File: config.mk
export PLATFORM = sky130hd
export DESIGN_NAME = sram_arbiter
export DESIGN_NICKNAME = d
export VERILOG_FILES = /design/src/rtl/sram_arb_pkg.sv /design/src/rtl/sram_arb_pick.sv /design/src/rtl/sram_arbiter.sv
export SDC_FILE = /design/constraint.sdc
export NUM_CORES = 1
export LEC_CHECK = 0
export BUFFER_PORTS_ARGS = -buffer_cell sky130_fd_sc_hd__buf_2
export CORE_AREA = 5 5 116 118
export CTS_CLUSTER_DIAMETER = 80
export DETAILED_ROUTE_END_ITERATION = 16
export DIE_AREA = 0 0 121 123
export PLACE_DENSITY = 0.52
export SLEW_MARGIN = 30
export SYNTH_ARGS = -nofsm -noshare
export SYNTH_HDL_FRONTEND = slang
export SYNTH_HIERARCHICAL = 1
export SYNTH_SLANG_ARGS = --single-unit
File: constraint.sdc
create_clock -name clk -period 1.7 [get_ports clk]
set_input_delay 0.085 -clock clk [delete_from_list [all_inputs] [get_ports clk]]
set_output_delay 0.085 -clock clk [all_outputs]
set_load 0.01 [all_outputs]
File: src/rtl/sram_arb_pkg.sv
// Purpose: shared types and constants for the inst/data SRAM arbiter.
// Latency: n/a (declarations only).
// Backpressure: n/a.
package sram_arb_pkg;

  // Width of the wait-state counter and the starvation streak counter.
  localparam int CNT_W = 4;

  // IDLE: nothing outstanding; WAIT: access in flight with cnt > 0;
  // RESP: outstanding access completes in this cycle.
  typedef enum logic [1:0] {
    IDLE = 2'd0,
    WAIT = 2'd1,
    RESP = 2'd2
  } state_t;

  // Which requester owns the outstanding access.
  typedef enum logic {
    OWN_INST = 1'b0,
    OWN_DATA = 1'b1
  } owner_t;

  // One requester's memory-side fields, muxed as a unit onto the SRAM.
  typedef struct packed {
    logic [3:0]  wen;
    logic [31:0] addr;
    logic [31:0] wdata;
  } mem_req_t;

  // Increment that sticks at the limit; the streak never exceeds it.
  function automatic logic [CNT_W-1:0] sat_inc(
    input logic [CNT_W-1:0] v,
    input logic [CNT_W-1:0] lim
  );
    return (v >= lim) ? lim : v + 1'b1;
  endfunction

endpackage

File: src/rtl/sram_arb_pick.sv
// Purpose: choose which requester wins the current issue slot.
// Latency: purely combinational, same-cycle grant.
// Backpressure: no grant while slot_en is low; the loser simply sees gnt low.
module sram_arb_pick
  import sram_arb_pkg::*;
#(
  parameter int STARVE_LIMIT = 4
) (
  input  logic             slot_en,
  input  logic             inst_req,
  input  logic             data_req,
  input  logic [CNT_W-1:0] streak,
  output logic             gnt_inst,
  output logic             gnt_data
);

  localparam logic [CNT_W-1:0] LIMIT = CNT_W'(STARVE_LIMIT);

  logic starved;

  // Data normally wins a tie; inst wins once data has taken LIMIT grants in a row.
  always_comb begin
    starved  = (streak == LIMIT);
    gnt_data = slot_en & data_req & (~inst_req | ~starved);
    gnt_inst = slot_en & inst_req & (~data_req | starved);
  end

endmodule

File: src/rtl/sram_arbiter.sv
// Purpose: share one single-ported synchronous SRAM between inst fetch and data access.
// Latency: grant is combinational; rvalid pulses 1+WAIT_CYCLES cycles after the grant.
// Backpressure: one access in flight; a requester not granted sees gnt low and must hold.
module sram_arbiter
  import sram_arb_pkg::*;
#(
  parameter int WAIT_CYCLES  = 0,
  parameter int STARVE_LIMIT = 4
) (
  input  logic        clk,
  input  logic        rst,
  input  logic        inst_req,
  input  logic [3:0]  inst_wen,
  input  logic [31:0] inst_addr,
  input  logic [31:0] inst_wdata,
  output logic        inst_gnt,
  output logic        inst_rvalid,
  output logic [31:0] inst_rdata,
  input  logic        data_req,
  input  logic [3:0]  data_wen,
  input  logic [31:0] data_addr,
  input  logic [31:0] data_wdata,
  output logic        data_gnt,
  output logic        data_rvalid,
  output logic [31:0] data_rdata,
  output logic        mem_en,
  output logic [3:0]  mem_wen,
  output logic [31:0] mem_addr,
  output logic [31:0] mem_wdata,
  input  logic [31:0] mem_rdata
);

  localparam logic [CNT_W-1:0] WAIT_LD = CNT_W'(WAIT_CYCLES);
  localparam logic [CNT_W-1:0] LIMIT   = CNT_W'(STARVE_LIMIT);

  state_t           state;
  state_t           state_nxt;
  logic [CNT_W-1:0] cnt;
  logic [CNT_W-1:0] streak;
  owner_t           owner;

  logic     slot_en;
  logic     gnt_i;
  logic     gnt_d;
  logic     grant;
  mem_req_t inst_side;
  mem_req_t data_side;
  mem_req_t mem_sel;

  // An issue slot exists whenever nothing is mid-flight; reset kills it at once.
  assign slot_en = ~rst & (state != WAIT);
  assign grant   = gnt_i | gnt_d;

  assign inst_side = '{wen: inst_wen, addr: inst_addr, wdata: inst_wdata};
  assign data_side = '{wen: data_wen, addr: data_addr, wdata: data_wdata};

  sram_arb_pick #(
    .STARVE_LIMIT (STARVE_LIMIT)
  ) u_pick (
    .slot_en  (slot_en),
    .inst_req (inst_req),
    .data_req (data_req),
    .streak   (streak),
    .gnt_inst (gnt_i),
    .gnt_data (gnt_d)
  );

  // State register.
  always_ff @(posedge clk or posedge rst) begin
    if (rst) begin
      state <= IDLE;
    end else begin
      state <= state_nxt;
    end
  end

  // Next state: a grant always wins, otherwise count down the wait states.
  always_comb begin
    state_nxt = state;
    if (grant) begin
      state_nxt = (WAIT_CYCLES == 0) ? RESP : WAIT;
    end else begin
      case (state)
        IDLE:    state_nxt = IDLE;
        WAIT:    state_nxt = (cnt == 1) ? RESP : WAIT;
        RESP:    state_nxt = IDLE;
        default: state_nxt = IDLE;
      endcase
    end
  end

  // Owner and wait counter are captured at issue; cnt then runs down in WAIT.
  always_ff @(posedge clk or posedge rst) begin
    if (rst) begin
      cnt   <= '0;
      owner <= OWN_INST;
    end else if (grant) begin
      cnt   <= WAIT_LD;
      owner <= gnt_d ? OWN_DATA : OWN_INST;
    end else if (state == WAIT) begin
      cnt   <= cnt - 1'b1;
    end
  end

  // Count data grants taken over a waiting inst request; any other grant clears it.
  always_ff @(posedge clk or posedge rst) begin
    if (rst) begin
      streak <= '0;
    end else if (gnt_i || (grant && !inst_req)) begin
      streak <= '0;
    end else if (gnt_d) begin
      streak <= sat_inc(streak, LIMIT);
    end
  end

  // Outputs: winner's fields onto the SRAM, completion pulse routed to the owner.
  always_comb begin
    mem_sel = '0;
    if (gnt_d) begin
      mem_sel = data_side;
    end else if (gnt_i) begin
      mem_sel = inst_side;
    end
    mem_en      = grant;
    mem_wen     = mem_sel.wen;
    mem_addr    = mem_sel.addr;
    mem_wdata   = mem_sel.wdata;
    inst_gnt    = gnt_i;
    data_gnt    = gnt_d;
    inst_rvalid = (state == RESP) && (owner == OWN_INST);
    data_rvalid = (state == RESP) && (owner == OWN_DATA);
    inst_rdata  = inst_rvalid ? mem_rdata : '0;
    data_rdata  = data_rvalid ? mem_rdata : '0;
  end

endmodule

## Word-level counts from Yosys, hierarchy flattened

Cells that the tools add are included.
W data, S select, Z words.

- Memory bits (writable): 0
- Bits in latches: 0
- Word-level logic and storage cells: 45
- Input port bits: 172
- ROM bits: 0
- Flip-flop bits (word level): 11
- Memories: 0

- Equality and inequality tests: 5
- Add/sub/neg operators: 2
- Shifts and indexed selects: 0
- Magnitude comparators: 1
- Bitwise logic cells: 13
- Mux-type cells: 13
- Reductions and logical operators: 7
- Divide/modulo/power cells: 0
- $mul: 0

Operator list:

| cell | count |
|---|---|
| $mux W68 | 2 |
| $mux W32 | 2 |
| $mux W4 | 5 |
| $mux W2 | 3 |
| $and A1 B1 Y1 | 5 |
| $not A1 Y1 | 5 |
| $add A4 B1 Y4 const B | 1 |
| $eq A4 B1 Y1 const B | 1 |
| $eq A4 B3 Y1 const B | 1 |
| $ge A4 B3 Y1 const B | 1 |
| $reduce_bool A2 Y1 | 2 |
| $sub A4 B1 Y4 const B | 1 |
| $logic_and A1 B1 Y1 | 3 |
| $or A1 B1 Y1 | 3 |
| $eq A2 B1 Y1 const B | 1 |
| $eq A2 B2 Y1 const B | 1 |
| $ne A2 B1 Y1 const B | 1 |
| $logic_not A1 Y1 | 1 |
| $logic_or A1 B1 Y1 | 1 |
| $mux W1 | 1 |

## Depth between registers and ports, before layout

Gate-level depths: netlist of run 1.

- Word-level depth: 8
- Gate-level depth with buffers: 9

## Cells and area by module

The synthesis of run 1 kept the hierarchy.

Modules (own cells, without submodules):

| module | area each (µm²) | instances | cells each |
|---|---|---|---|
| sram_arbiter | 1671.6 | 1 | 208 |
| sram_arb_pick | 32.5 | 1 | 5 |

## Worst setup path before layout of run 1

Ideal clock, no wire load.

- Path kind: register -> output
- Start point: register streak[3]
- End point: output port mem_addr[15]
- Setup slack: -422 ps
- Stages on the path, launching flop included: 8
- Arrival time: 2037 ps
- Cells stage by stage: dfrtp_1 or4b_1 a21oi_1 inv_2 nor2_4 buf_6 buf_6 a22o_1

- Word-level cells in the longest chain between the ends: 5
- Elaborated cells on any way between the ends: 8
- Classes of those cells: eq/ne: 1; mux: 2; bitwise: 5

Ends and longest elaborated chain:

| what | line | text |
|---|---|---|
| from (decl) | sram_arbiter.sv:39 | `logic [CNT_W-1:0] streak;` |
| from (signal assigned) | sram_arbiter.sv:112 | `streak <= sat_inc(streak, LIMIT);` |
| $eq A4 B3 Y1 | sram_arb_pick.sv:23 | `starved = (streak == LIMIT);` |
| $or A1 B1 Y1 | sram_arb_pick.sv:25 | `gnt_inst = slot_en & inst_req & (~data_req \| starved);` |
| $and A1 B1 Y1 | sram_arb_pick.sv:25 |  |
| via inst_gnt | sram_arbiter.sv:16 | `output logic inst_gnt,` |
| $mux W68 | sram_arbiter.sv:121 | `end else if (gnt_i) begin` |
| $mux W68 | sram_arbiter.sv:119 | `if (gnt_d) begin` |
| to (decl) | sram_arbiter.sv:28 | `output logic [31:0] mem_addr,` |

The timed path passes the listed nets, and every way through them passes these cells.

## Worst setup path after layout of run 1

- Start point: register streak[3]
- End point: output port mem_addr[16]

- Word-level cells in the longest chain between the ends: 5
- Elaborated cells on any way between the ends: 8
- Classes of those cells: eq/ne: 1; mux: 2; bitwise: 5

Ends and longest elaborated chain:

| what | line |
|---|---|
| $eq A4 B3 Y1 * | sram_arb_pick.sv:23 |
| $or A1 B1 Y1 or $not A1 Y1 (tied branches) | sram_arb_pick.sv:25, sram_arb_pick.sv:24 |
| $and A1 B1 Y1 or $or A1 B1 Y1 (tied branches) | sram_arb_pick.sv:25, sram_arb_pick.sv:24 |
| $mux W68 or $and A1 B1 Y1 (tied branches) | sram_arbiter.sv:121, sram_arb_pick.sv:24 |
| $mux W68 * | sram_arbiter.sv:119 |

Mark *: on every way between the ends. The rest lies on a longest branch, timed or not.

==> results of run 1 <==
-- tightest hold or removal path: stages --
cell and delay [ns]:
sky130_fd_sc_hd__buf_2 0.12, sky130_fd_sc_hd__inv_1 0.06, sky130_fd_sc_hd__a221oi_2 0.05
-- registers in the layout, summed over array words and instances, names as in the netlist --
register  flops
state         2
streak        4
cnt           4
owner         1
-- kinds of logic (layout without fill, tap and decap cells) --
group,after synthesis,after routing,synth area share [%]
AND/OR/NAND/NOR,89,89,32.5
AO/OA/AOI/OAI,80,80,39.6
buffers and inverters,29,356,8.96
flip-flops,11,11,16.2
adder cells (fa/ha/maj),3,3,2.20
XOR/XNOR,1,1,0.514
other,0,1,0
-- placed cells by master (no fill, tap or decap), drive strengths merged --
cell type / Yosys / routed
a22o: 68 / 68
inv: 8 / 8
o211a: 1 / 1
clkbuf: 1 / 10
o41ai: 1 / 1
and2: 65 / 65
a21oi: 5 / 5
dlygate4sd3: 0 / 1
dfrtp: 11 / 11
xor2: 1 / 1
and3b: 1 / 1
nand3: 2 / 2
and2b: 1 / 1
a211oi: 2 / 2
diode: 0 / 1
a221oi: 1 / 1
nand2: 4 / 4
a21o: 1 / 1
nand2b: 3 / 3
o21ai: 1 / 1
nor2: 6 / 6
nand3b: 3 / 3
nor3: 1 / 1
nor3b: 2 / 2
buf: 20 / 337
or4b: 1 / 1
ha: 3 / 3
-- power breakdown --
group          internal, uW  switching (uW)  leakage [uW]
combinational           545             479       0.00223
sequential              275            9.21      0.000148
clock                   315             118     0.0000382
total                  1130             606       0.00242
-- layout make-up --
cell class,instances,area (um2),share of cell area [%]
antenna,1,2.50,0.0603
multi-input combinational,173,1380,33.1
inverter,8,30.0,0.723
sequential,11,275,6.63
tap,172,215,5.18
timing repair buffer,344,2170,52.4
clock buffer,4,78.8,1.90
-- timing repair --
action | 4_1_cts | 5_1_grt
endpoints found under the hold margin | 11 | 0
gates resized for setup | 29 | 19
buffers inserted | 6 | 4
pin swaps | 1 | 6
endpoints found under the setup margin | 77 | 91
gates cloned | 4 | 7
hold buffers | 1 | 0
-- routing by layer --
metal	wire (um)	part of all wire, %	GRT usage [%]
met1	4480	33	15.0
met4	496	3.7	5.59
met2	7060	52	27.6
met3	1520	11	4.80
met5	34	0.25	0
-- worst paths after layout --
| kind | start | endpoint | slack, ns | depth (start not counted) |
|---|---|---|---|---|
| min | inst_req | streak[2] | 0.13 | 3 |
| max | streak[3] | mem_addr[16] | -0.61 | 6 |
| max in group asynchronous | rst | cnt[0] | 1.00 | 3 |
| max reg2reg | streak[3] | state[0] | -0.45 | 9 |
| min reg2reg | cnt[3] | cnt[3] | 0.56 | 2 |
| min in group asynchronous | rst | streak[2] | 0.40 | 3 |
-- stage by stage --
step                util [%]  area (um2)  hold slack (ns)  setup TNS (ns)  power, uW
floorplan                  -        1730          -0.0626          -10.18        670
global placement        28.3        3500            0.110          -20.86       1150
detailed placement      28.3        3500            0.114          -24.00       1160
CTS                     31.3        3870            0.123          -38.77       1680
global route            33.6        4150            0.139          -48.58       1850
finish                  33.6        4150            0.127          -43.15       1740
-- cell usage after synthesis, types with 2 or more instances --
cell,instances
sky130_fd_sc_hd__a211oi_1,2
sky130_fd_sc_hd__a21oi_1,5
sky130_fd_sc_hd__a22o_1,68
sky130_fd_sc_hd__and2_1,65
sky130_fd_sc_hd__buf_2,17
sky130_fd_sc_hd__buf_6,3
sky130_fd_sc_hd__dfrtp_1,11
sky130_fd_sc_hd__ha_1,3
sky130_fd_sc_hd__inv_1,7
sky130_fd_sc_hd__nand2_1,4
sky130_fd_sc_hd__nand2b_1,3
sky130_fd_sc_hd__nand3_1,2
sky130_fd_sc_hd__nand3b_1,3
sky130_fd_sc_hd__nor2_1,5
==> run summary, run 1 <==
==================================================================================================
Final WS setup ......................................................................    -0.607 ns
Fin nets ............................................................................          716
Max-cap violations ..................................................................            0
Worst vdd rail ir drop ..............................................................     0.309 mV
Highest clock rate ..................................................................      433 MHz
Master of the slowest instance on the critical path ................................. sky130_fd_sc_hd__or4b_4
Vias after detailed routing .........................................................         3078
Crit path buffers/inverters .........................................................            3
Number of enable-type register cells in the synthesized netlist .....................            0
Kind of launch point of the worst setup path ........................................         flop
Effective utilization at floorplan ..................................................        13.8%
Sink count of the clock tree ........................................................           11
RSZ-0062 raised after global routing ................................................         true
Die width ...........................................................................       121 um
Wirelength per Cell .................................................................      19.1 um
Global-route wire length before repair ..............................................      16.8 mm
Library cell used as clock root buffer .............................................. sky130_fd_sc_hd__clkbuf_16
Clk_lat worst skew ..................................................................      0.24 ns
Largest delay contributor family on the critical path ............................... simple AND/OR/NAND/NOR gates
Leading area contributor after synthesis ............................................ sky130_fd_sc_hd__a22o_1
Final GP Congestion .................................................................        0.855
Number of global-route vias before repair ...........................................         3022
Iter 0 DRT Violations ...............................................................          125
Final worst path period share .......................................................         136%
Number of top-level pins ............................................................          309
Count of warnings emitted by yosys ..................................................            6
Leak Pwr ............................................................................   0.00242 uW
Fraction of final layout cells sized beyond drive strength 1 ........................        67.8%
Pwr/cell area .......................................................................   419 nW/um2
Maximum clock path buffer count .....................................................            2
Min cycle time layout ...............................................................      2.31 ns
Die outline height ..................................................................       123 um
#FFs+latches synth ..................................................................           11
Relative slew margins ...............................................................        71.2%
Top flip-flop cell by instance count after synthesis ................................ sky130_fd_sc_hd__dfrtp_1
Category of the most critical setup path ............................................   reg -> out
Mapped Area .........................................................................     1700 um2
Post-Layout Cell Count ..............................................................          713
Overall routing resource usage ......................................................        14.7%
Max-slew violation count ............................................................            0
Mean number of vias per cell ........................................................         4.32
Core Region .........................................................................    12400 um2
Critical path capture point type ....................................................   output pin
Mapped Nets .........................................................................          388
Number of antenna violations at the first check in global routing ...................            4
Pre-CTS WS ..........................................................................    -0.485 ns
CTS tree ............................................................................         done
Fraction of registers with async set or reset after synthesis .......................         100%
Failing checks ...................................................................... setup timing
Pin count of the biggest net entering global routing ................................           76
Cell types occupying the most area after synthesis .................................. sky130_fd_sc_hd__a22o_1 35%, sky130_fd_sc_hd__and2_1 24%, sky130_fd_sc_hd__dfrtp_1 16%, sky130_fd_sc_hd__buf_2 5.0%, sky130_fd_sc_hd__ha_1 2.2%
Detail Route Antenna Nets ...........................................................            0
Area of the die .....................................................................    14900 um2
Arrival time reported for the critical path endpoint ................................      2.22 ns
Maximum cell stage delay along the critical path ....................................      0.57 ns
Final-report setup violation count ..................................................           82
Clock transition time at the flip-flop clock pins of the worst setup and hold paths .      0.04 ns
Sequential share of the synthesized area ............................................        16.2%
Number of remaining DRC errors ......................................................            0
HP Class ............................................................................    in -> reg
Clock buffer count from CTS .........................................................            3
Port Buffers ........................................................................          308
Final hold viol count ...............................................................            0
Max FO, Critical Path ...............................................................           38
Synthesis-to-finish area growth .....................................................         144%
Synth Instances .....................................................................          213
Required time of the critical path ..................................................      1.62 ns
Drt pass-1 iters ....................................................................            4
Remaining global-route overflow .....................................................            0
Final wirelength ....................................................................      13.6 mm
H-tree lvl count ....................................................................            1
Crit-path cells ..................................................................... or4b_4 > o211a_4 > buf_4 > buf_16 > a22o_1 > buf_2
Fill count ..........................................................................         1270
Dpl cells ...........................................................................          686
Placed wire-length estimate .........................................................      10.3 mm
Number of library cell types mapped by synthesis ....................................           29
Standard-cell rows ..................................................................           41
Transition at the pin with the smallest max-transition slack ........................     0.431 ns
Layout Skew .........................................................................   0.00151 ns
Syn_area_per_cell ...................................................................     8.00 um2
Outcome ............................................................................. finished, violations left
Area share of the leading cell type in the synthesized netlist ......................        34.9%
==================================================================================================
(Power assumes the default switching activity.)
==> run 2, diff against run 1 <==
- PLACE_DENSITY: 0.52 -> 0.57
- SYNTH_HIERARCHICAL: 1 -> unset
==> run 2 against run 1 <==
- the flow still finishes with violations (setup timing)
- sequential cell count is the same
- via count grew 24%
- first-iteration DRC count grew to 2.8 times the previous value
- final cell count grew 9.8%
- sequential share of layout area shrank 0.44 points
- global-route usage grew 0.83 points
- clock skew shrank 0.00096 ns
- power grew 0.80%
- non-clock buffer count shrank 5
- critical path type unchanged
- largest cell class unchanged
==> run summary, run 2 <==
==================================================================================================
Outcome ............................................................................. finished, violations left
Failing checks ...................................................................... setup timing
Part of the power in registers ......................................................        16.2%   about the same
Clock network fraction of total power ...............................................        24.3%   -0.6 points
Kind of launch point of the worst setup path ........................................         flop
Largest registers ................................................................... cnt (4), streak (4), state (2)
Worst vdd rail ir drop ..............................................................     0.212 mV   -31%
Final WS setup ......................................................................    -0.183 ns   +0.425 ns
Post-route total power ..............................................................      1750 uW   +0.80%
Fill count ..........................................................................         1274   +0.31%
Max-cap violations ..................................................................            0   unchanged
Number of cells on the worst hold path ..............................................            3   unchanged
Vias after detailed routing .........................................................         3818   +24%
Count of warnings emitted by yosys ..................................................            0   -6
Maximum cell stage delay along the critical path ....................................      0.39 ns   -0.18 ns
Required time of the critical path ..................................................      1.62 ns   about the same
Max FO, Critical Path ...............................................................           18   -53%
Number of remaining DRC errors ......................................................            0   unchanged
Transition at the pin with the smallest max-transition slack ........................     0.441 ns   +0.00986 ns
Switching share of power ............................................................        35.5%   +0.63 points
Mapped Area .........................................................................     2300 um2   +35%
Synthesis-to-finish area growth .....................................................        93.0%
Area share of the leading cell type in the synthesized netlist ......................        29.5%   -5.4 points
Relative contribution of combinational cells to total power .........................        59.6%   +0.8 points
Wirelength per Cell .................................................................      17.4 um   -8.6%
Global-route wire length before repair ..............................................      18.9 mm   +12%
Cell types occupying the most area after synthesis .................................. sky130_fd_sc_hd__a32o_1 30%, sky130_fd_sc_hd__and2_1 18%, sky130_fd_sc_hd__and3_1 18%, sky130_fd_sc_hd__dfrtp_1 12%, sky130_fd_sc_hd__clkbuf_1 4.9%
Stages on worst setup path ..........................................................            7   +1
Detail Route Antenna Nets ...........................................................            0   unchanged
Number of global-route vias before repair ...........................................         3605   +19%
Synth Instances .....................................................................          307   +44%
Area of the die .....................................................................    14900 um2   unchanged
H-tree lvl count ....................................................................            1   unchanged
Clock buffer count from CTS .........................................................            3   unchanged
Number of enable-type register cells in the synthesized netlist .....................            0   unchanged
Sink count of the clock tree ........................................................           11   unchanged
Fin nets ............................................................................          785   +9.6%
Commonest non-fill, non-tap cells in the layout ..................................... 305 x sky130_fd_sc_hd__buf_2, 68 x sky130_fd_sc_hd__and3_1, 67 x sky130_fd_sc_hd__and2_1, 67 x sky130_fd_sc_hd__a32o_1, 13 x sky130_fd_sc_hd__buf_4
Final GP Congestion .................................................................        0.860   +0.51%
Category of the most critical setup path ............................................   reg -> out
Util after Layout ...................................................................        36.0%   +2.4 points
Sequential share of the synthesized area ............................................        12.0%   -4.2 points
Layout Skew .........................................................................  0.000550 ns   -0.000955 ns
Leak Pwr ............................................................................   0.00260 uW   +7.5%
Library cell used as clock root buffer .............................................. sky130_fd_sc_hd__clkbuf_16
Maximum clock path buffer count .....................................................            2   unchanged
Port Buffers ........................................................................          308   unchanged
Fraction of final layout cells sized beyond drive strength 1 ........................        58.1%   -9.7 points
#FFs+latches synth ..................................................................           11   unchanged
Effective utilization at floorplan ..................................................        18.6%   +4.8 points
Leading area contributor after synthesis ............................................ sky130_fd_sc_hd__a32o_1
Path depth of the worst reg2reg path ................................................            7   -2
Clk_lat worst skew ..................................................................      0.23 ns   about the same
RSZ-0062 raised after global routing ................................................         true
Max-slew violation count ............................................................            0   unchanged
Number of top-level pins ............................................................          309   unchanged
Arrival time reported for the critical path endpoint ................................      1.80 ns   -0.42 ns
Overall routing resource usage ......................................................        15.5%   +0.83 points
Storage cell area ...................................................................      275 um2   unchanged
Remaining global-route overflow .....................................................            0   unchanged
Crit path buffers/inverters .........................................................            3   unchanged
CTS tree ............................................................................         done
HP Class ............................................................................    in -> reg
Net switching power of the design ...................................................       622 uW   +2.6%
Mapped Nets .........................................................................          483   +24%
Number of library cell types mapped by synthesis ....................................           31   +6.9%
Final worst path period share .......................................................         111%   -25 points
Fraction of registers with async set or reset after synthesis .......................         100%   unchanged
Leading post-synthesis cells by instance count ...................................... 68 x sky130_fd_sc_hd__a32o_1, 68 x sky130_fd_sc_hd__and2_1, 68 x sky130_fd_sc_hd__and3_1, 30 x sky130_fd_sc_hd__clkbuf_1
Largest delay contributor family on the critical path ............................... buffers and inverters
Iter 0 DRT Violations ...............................................................          352   +180%
Final hold viol count ...............................................................            0   unchanged
Die outline height ..................................................................       123 um   unchanged
Setup TNS ...........................................................................    -11.08 ns   +32.07 ns
Die width ...........................................................................       121 um   unchanged
Syn_area_per_cell ...................................................................     7.50 um2   -6.2%
Min cycle time layout ...............................................................      1.88 ns   -0.425 ns
Master of the slowest instance on the critical path ................................. sky130_fd_sc_hd__dfrtp_1
Number of antenna violations at the first check in global routing ...................            3   -1
Core Region .........................................................................    12400 um2   unchanged
Mean number of vias per cell ........................................................         4.88   +13%
Top flip-flop cell by instance count after synthesis ................................ sky130_fd_sc_hd__dfrtp_1
Relative slew margins ...............................................................        70.2%   -1.0 points
Internal portion of total power .....................................................      1130 uW   -0.17%
Final-report setup violation count ..................................................           70   -15%
Area of the multi-input gates .......................................................     1880 um2   +37%
Clock transition time at the flip-flop clock pins of the worst setup and hold paths .      0.04 ns   about the same
Placed wire-length estimate .........................................................      10.3 mm   -0.53%
Drt pass-1 iters ....................................................................            5   +1
Standard-cell rows ..................................................................           41   unchanged
Pin count of the biggest net entering global routing ................................           49   -36%
Pwr/cell area .......................................................................   395 nW/um2   -5.9%
Highest clock rate ..................................................................      531 MHz   +23%
Final wirelength ....................................................................      13.6 mm   +0.43%
Most frequent standard cell in the layout excluding fill and tap cells .............. sky130_fd_sc_hd__buf_2
Critical path capture point type ....................................................   output pin
Crit-path cells ..................................................................... inv_2 > ha_4 > nand4b_1 > and2_4 > buf_12 > a32o_1 > buf_2
==================================================================================================
-- run 2: stage by stage --
step | hold WS, ns | worst slack (ns) | area (um2) | std cells
after floorplan | 0.244 | 0.121 | 2300 | 307
after global placement | 0.202 | 0.0172 | 4080 | 760
after detailed placement | 0.225 | -0.0179 | 4080 | 760
after CTS | 0.199 | -0.200 | 4420 | 779
after global routing | 0.229 | -0.249 | 4450 | 783
final | 0.202 | -0.183 | 4450 | 783
-- run 2: logic make-up after synthesis --
logic type	Yosys count	share of synthesized area, %
AOI/OAI and AO/OA	81	32.9
adders and majority gates	4	2.17
DFF	11	11.9
buffers and inverters	50	9.40
muxes	1	0.489
xor gates and xnor gates	1	0.380
and+or+nand+nor	159	42.7
-- run 2: power by group through the flow --
stage                     Sequential [uW]  Clock [uW]  Combinational (uW)
final                                 284         426                1050
after detailed placement              287           0                 943
after CTS                             283         436                1050
after floorplan                       284           0                 473
after global placement                286           0                 937
after global routing                  285         458                1130
-- run 2: timing repair --
action	4_1_cts	5_1_grt
pin swaps	3	2
endpoints found under the hold margin	6	0
setup endpoints to repair	71	71
setup buffers	7	0
hold buffers	3	0
gates resized for setup	16	6
cloned	5	3
-- run 2: final cells by class --
type	count	share of cell area, %
antenna	3	0.169
multi-input combinational	247	42.3
timing repair buffer	339	44.1
clock buffer	4	1.77
sequential	11	6.19
tap	172	4.84
inverter	7	0.591
-- run 2: path summary, 6_finish.rpt --
kind / from / endpoint / slack, ns
min in group asynchronous: rst / owner / 0.67
worst min register to register: cnt[3] / cnt[3] / 0.55
worst max-delay path: streak[0] / mem_wdata[9] / -0.18
worst min-delay path: inst_req / streak[2] / 0.20
worst max register to register: streak[0] / owner / 0.25
max in group asynchronous: rst / cnt[3] / 0.76
-- run 2: worst register-to-register path: stages, from the launching register on --
cell,delay (ns)
sky130_fd_sc_hd__dfrtp_1,0.39
sky130_fd_sc_hd__inv_2,0.09
sky130_fd_sc_hd__ha_4,0.13
sky130_fd_sc_hd__nand4b_1,0.11
sky130_fd_sc_hd__buf_4,0.18
sky130_fd_sc_hd__o21ai_4,0.15
sky130_fd_sc_hd__buf_4,0.22
sky130_fd_sc_hd__a21oi_1,0.07
-- run 2: routing by layer --
| layer | global-route usage, % | share of wire, % |
|---|---|---|
| met1 | 18.9 | 38 |
| met2 | 26.8 | 49 |
| met4 | 4.53 | 1.9 |
| met5 | 0 | 0 |
| met3 | 4.16 | 11 |
==> run 3, diff against run 2 <==
- CTS_BUF_LIST: unset -> sky130_fd_sc_hd__clkbuf_16
- SETUP_SLACK_MARGIN: unset -> 0.4
==> run 3 against run 2 <==
- the run still ends with setup timing left
- hold slack better by 0.031 ns
- first-iteration DRC count down 53%
- critical path depth unchanged
- clock power about the same
==> run summary, run 3 (synthesis gave the netlist of run 2 again) <==
==================================================================================================
Effective utilization at floorplan ..................................................        18.6%   unchanged
Min cycle time layout ...............................................................      1.88 ns   +0.00194 ns
Arrival time reported for the critical path endpoint ................................      1.80 ns   about the same
Leak Pwr ............................................................................   0.00335 uW   +29%
Fill count ..........................................................................         1150   -9.7%
Final hold viol count ...............................................................            0   unchanged
Critical path capture point type ....................................................   output pin
Worst vdd rail ir drop ..............................................................     0.582 mV   +170%
Clock buffer count from CTS .........................................................            3   unchanged
Relative slew margins ...............................................................        64.4%   -5.8 points
Placed wire-length estimate .........................................................      10.1 mm   -1.7%
Maximum cell stage delay along the critical path ....................................      0.38 ns   about the same
Dpl cells ...........................................................................          757   -0.39%
Number of remaining DRC errors ......................................................            0   unchanged
Final-report setup violation count ..................................................           70   unchanged
Maximum clock path buffer count .....................................................            2   unchanged
Highest clock rate ..................................................................      531 MHz   -0.10%
Standard-cell rows ..................................................................           41   unchanged
Setup TNS ...........................................................................    -10.15 ns   +0.934 ns
Max-cap violations ..................................................................            0   unchanged
Clock transition time at the flip-flop clock pins of the worst setup and hold paths .      0.04 ns   about the same
Pwr/cell area .......................................................................   388 nW/um2   -1.6%
Number of antenna violations at the first check in global routing ...................            0   -3
Sink count of the clock tree ........................................................           11   unchanged
Port Buffers ........................................................................          308   unchanged
Library cell used as clock root buffer .............................................. sky130_fd_sc_hd__clkbuf_16
Crit-path cells ..................................................................... inv_2 > ha_4 > nand4b_1 > and2_4 > buf_12 > a32o_2 > buf_6
Post-Layout Cell Count ..............................................................          794   +1.4%
Commonest non-fill, non-tap cells in the layout ..................................... 175 x sky130_fd_sc_hd__buf_2, 146 x sky130_fd_sc_hd__buf_6, 68 x sky130_fd_sc_hd__and3_1, 68 x sky130_fd_sc_hd__a32o_2, 67 x sky130_fd_sc_hd__and2_4
Most congested layer reported by global routing .....................................         met2
Final WS setup ......................................................................    -0.185 ns   -0.00194 ns
Final worst path period share .......................................................         111%   +0.11 points
Util after Layout ...................................................................        47.0%   +11 points
Fin nets ............................................................................          798   +1.7%
Required time of the critical path ..................................................      1.62 ns   about the same
HP Class ............................................................................    in -> reg
Grt met2 use ........................................................................        31.9%   +5.0 points
Detail Route Antenna Nets ...........................................................            0   unchanged
Failing checks ...................................................................... setup timing
Layout Skew .........................................................................  0.000520 ns   -0.0000304 ns
Fraction of final layout cells sized beyond drive strength 1 ........................        82.0%   +24 points
Master of the slowest instance on the critical path ................................. sky130_fd_sc_hd__dfrtp_1
Outcome ............................................................................. finished, violations left
Die width ...........................................................................       121 um   unchanged
Worst Hold Margin ...................................................................     0.234 ns   +0.0314 ns
Clk_lat worst skew ..................................................................      0.24 ns   about the same
CTS tree ............................................................................         done
Number of top-level pins ............................................................          309   unchanged
Vias after detailed routing .........................................................         3944   +3.3%
Mean number of vias per cell ........................................................         4.97   +1.9%
Final wirelength ....................................................................      15.8 mm   +15%
RSZ-0062 raised after global routing ................................................         true
Core Region .........................................................................    12400 um2   unchanged
Final GP Congestion .................................................................        0.886   +3.1%
Met3 usage ..........................................................................        2.84%   -1.3 points
Number of global-route vias before repair ...........................................         3778   +4.8%
Remaining global-route overflow .....................................................            0   unchanged
Die outline height ..................................................................       123 um   unchanged
Most frequent standard cell in the layout excluding fill and tap cells .............. sky130_fd_sc_hd__buf_2
Max-slew violation count ............................................................            0   unchanged
Max FO, Critical Path ...............................................................           18   unchanged
Global-route wire length before repair ..............................................      21.0 mm   +11%
Wirelength per Cell .................................................................      19.8 um   +14%
Largest registers ................................................................... cnt (4), streak (4), state (2)
Area of the die .....................................................................    14900 um2   unchanged
H-tree lvl count ....................................................................            1   unchanged
Pin count of the biggest net entering global routing ................................           69   +41%
Met1 Usage GRT ......................................................................        21.4%   +2.5 points
Synthesis-to-finish area growth .....................................................         152%
Overall routing resource usage ......................................................        17.3%   +1.8 points
Drt pass-1 iters ....................................................................            4   -1
Setup slack of the most critical reg-to-reg path ....................................      0.22 ns   -0.03 ns
Category of the most critical setup path ............................................   reg -> out
Post-route total power ..............................................................      2250 uW   +28%
Iter 0 DRT Violations ...............................................................          164   -53%
Transition at the pin with the smallest max-transition slack ........................     0.533 ns   +0.0915 ns
Kind of launch point of the worst setup path ........................................         flop
==================================================================================================
==> run 3: cell count changes in the layout (fill, tap and decap cells not counted), sizes merged <==
cell / before / now
dlygate4sd3: 3 / 1
o21ai: 5 / 4
diode: 3 / 1
inv: 7 / 8
buf: 335 / 350
==> run 3: metal layers <==
layer / part of all wire (%) / vias up
li1: - / 1824
met3: 6.7 / 25
met5: 0 / -
met2: 54 / 193
met4: 1.6 / 0
met1: 38 / 1902
==> run 3: worst paths after layout <==
check	from	end	depth (start not counted)
max	streak[0]	mem_wdata[7]	7
min	inst_req	streak[2]	3
max reg2reg	streak[0]	owner	8
min reg2reg	streak[3]	streak[3]	1
max in group asynchronous	rst	state[1]	4
min in group asynchronous	rst	streak[2]	4
==> run 3: final cells by class <==
cell class / count / area (um2) / area share (%)
Multi-Input combinational cell: 246 / 2150 / 37.1
Sequential cell: 11 / 277 / 4.76
Tap cell: 172 / 215 / 3.71
Clock buffer: 3 / 75.1 / 1.29
Timing Repair Buffer: 353 / 3050 / 52.5
Antenna cell: 1 / 2.50 / 0.0431
Clock inverter: 1 / 3.75 / 0.0646
Inverter: 7 / 28.8 / 0.496
==> run 3: worst max-delay path: cells and delay by family (launching register included) <==
family,cells,cell delay [ns]
AOI/OAI and AO/OA,1,0.29
adders and majority gates,1,0.13
and+or+nand+nor,2,0.36
DFF,1,0.38
buffers and inverters,3,0.39
==> run 3: per-stage QoR <==
step                setup slack [ns]  instance area, um2
detailed placement            0.0203                4140
global route                  -0.264                5800
global placement              0.0761                4140
floorplan                      0.173                2440
CTS                           -0.170                5120
finish                        -0.185                5810
==> run 3: timing repair <==
item,4_1_cts,5_1_grt
buffers inserted,11,6
hold buffers,1,0
cloned,12,2
resized for setup,114,136
endpoints found under the setup margin,143,141
pin swaps,22,50
endpoints found under the hold margin,11,0
==> run 3: report_power, final <==
part	total, uW	switching, uW	leakage (uW)	internal (uW)
Sequential	287	12.4	0.000146	274
Clock	428	119	0.0000423	309
Combinational	1540	623	0.00316	917
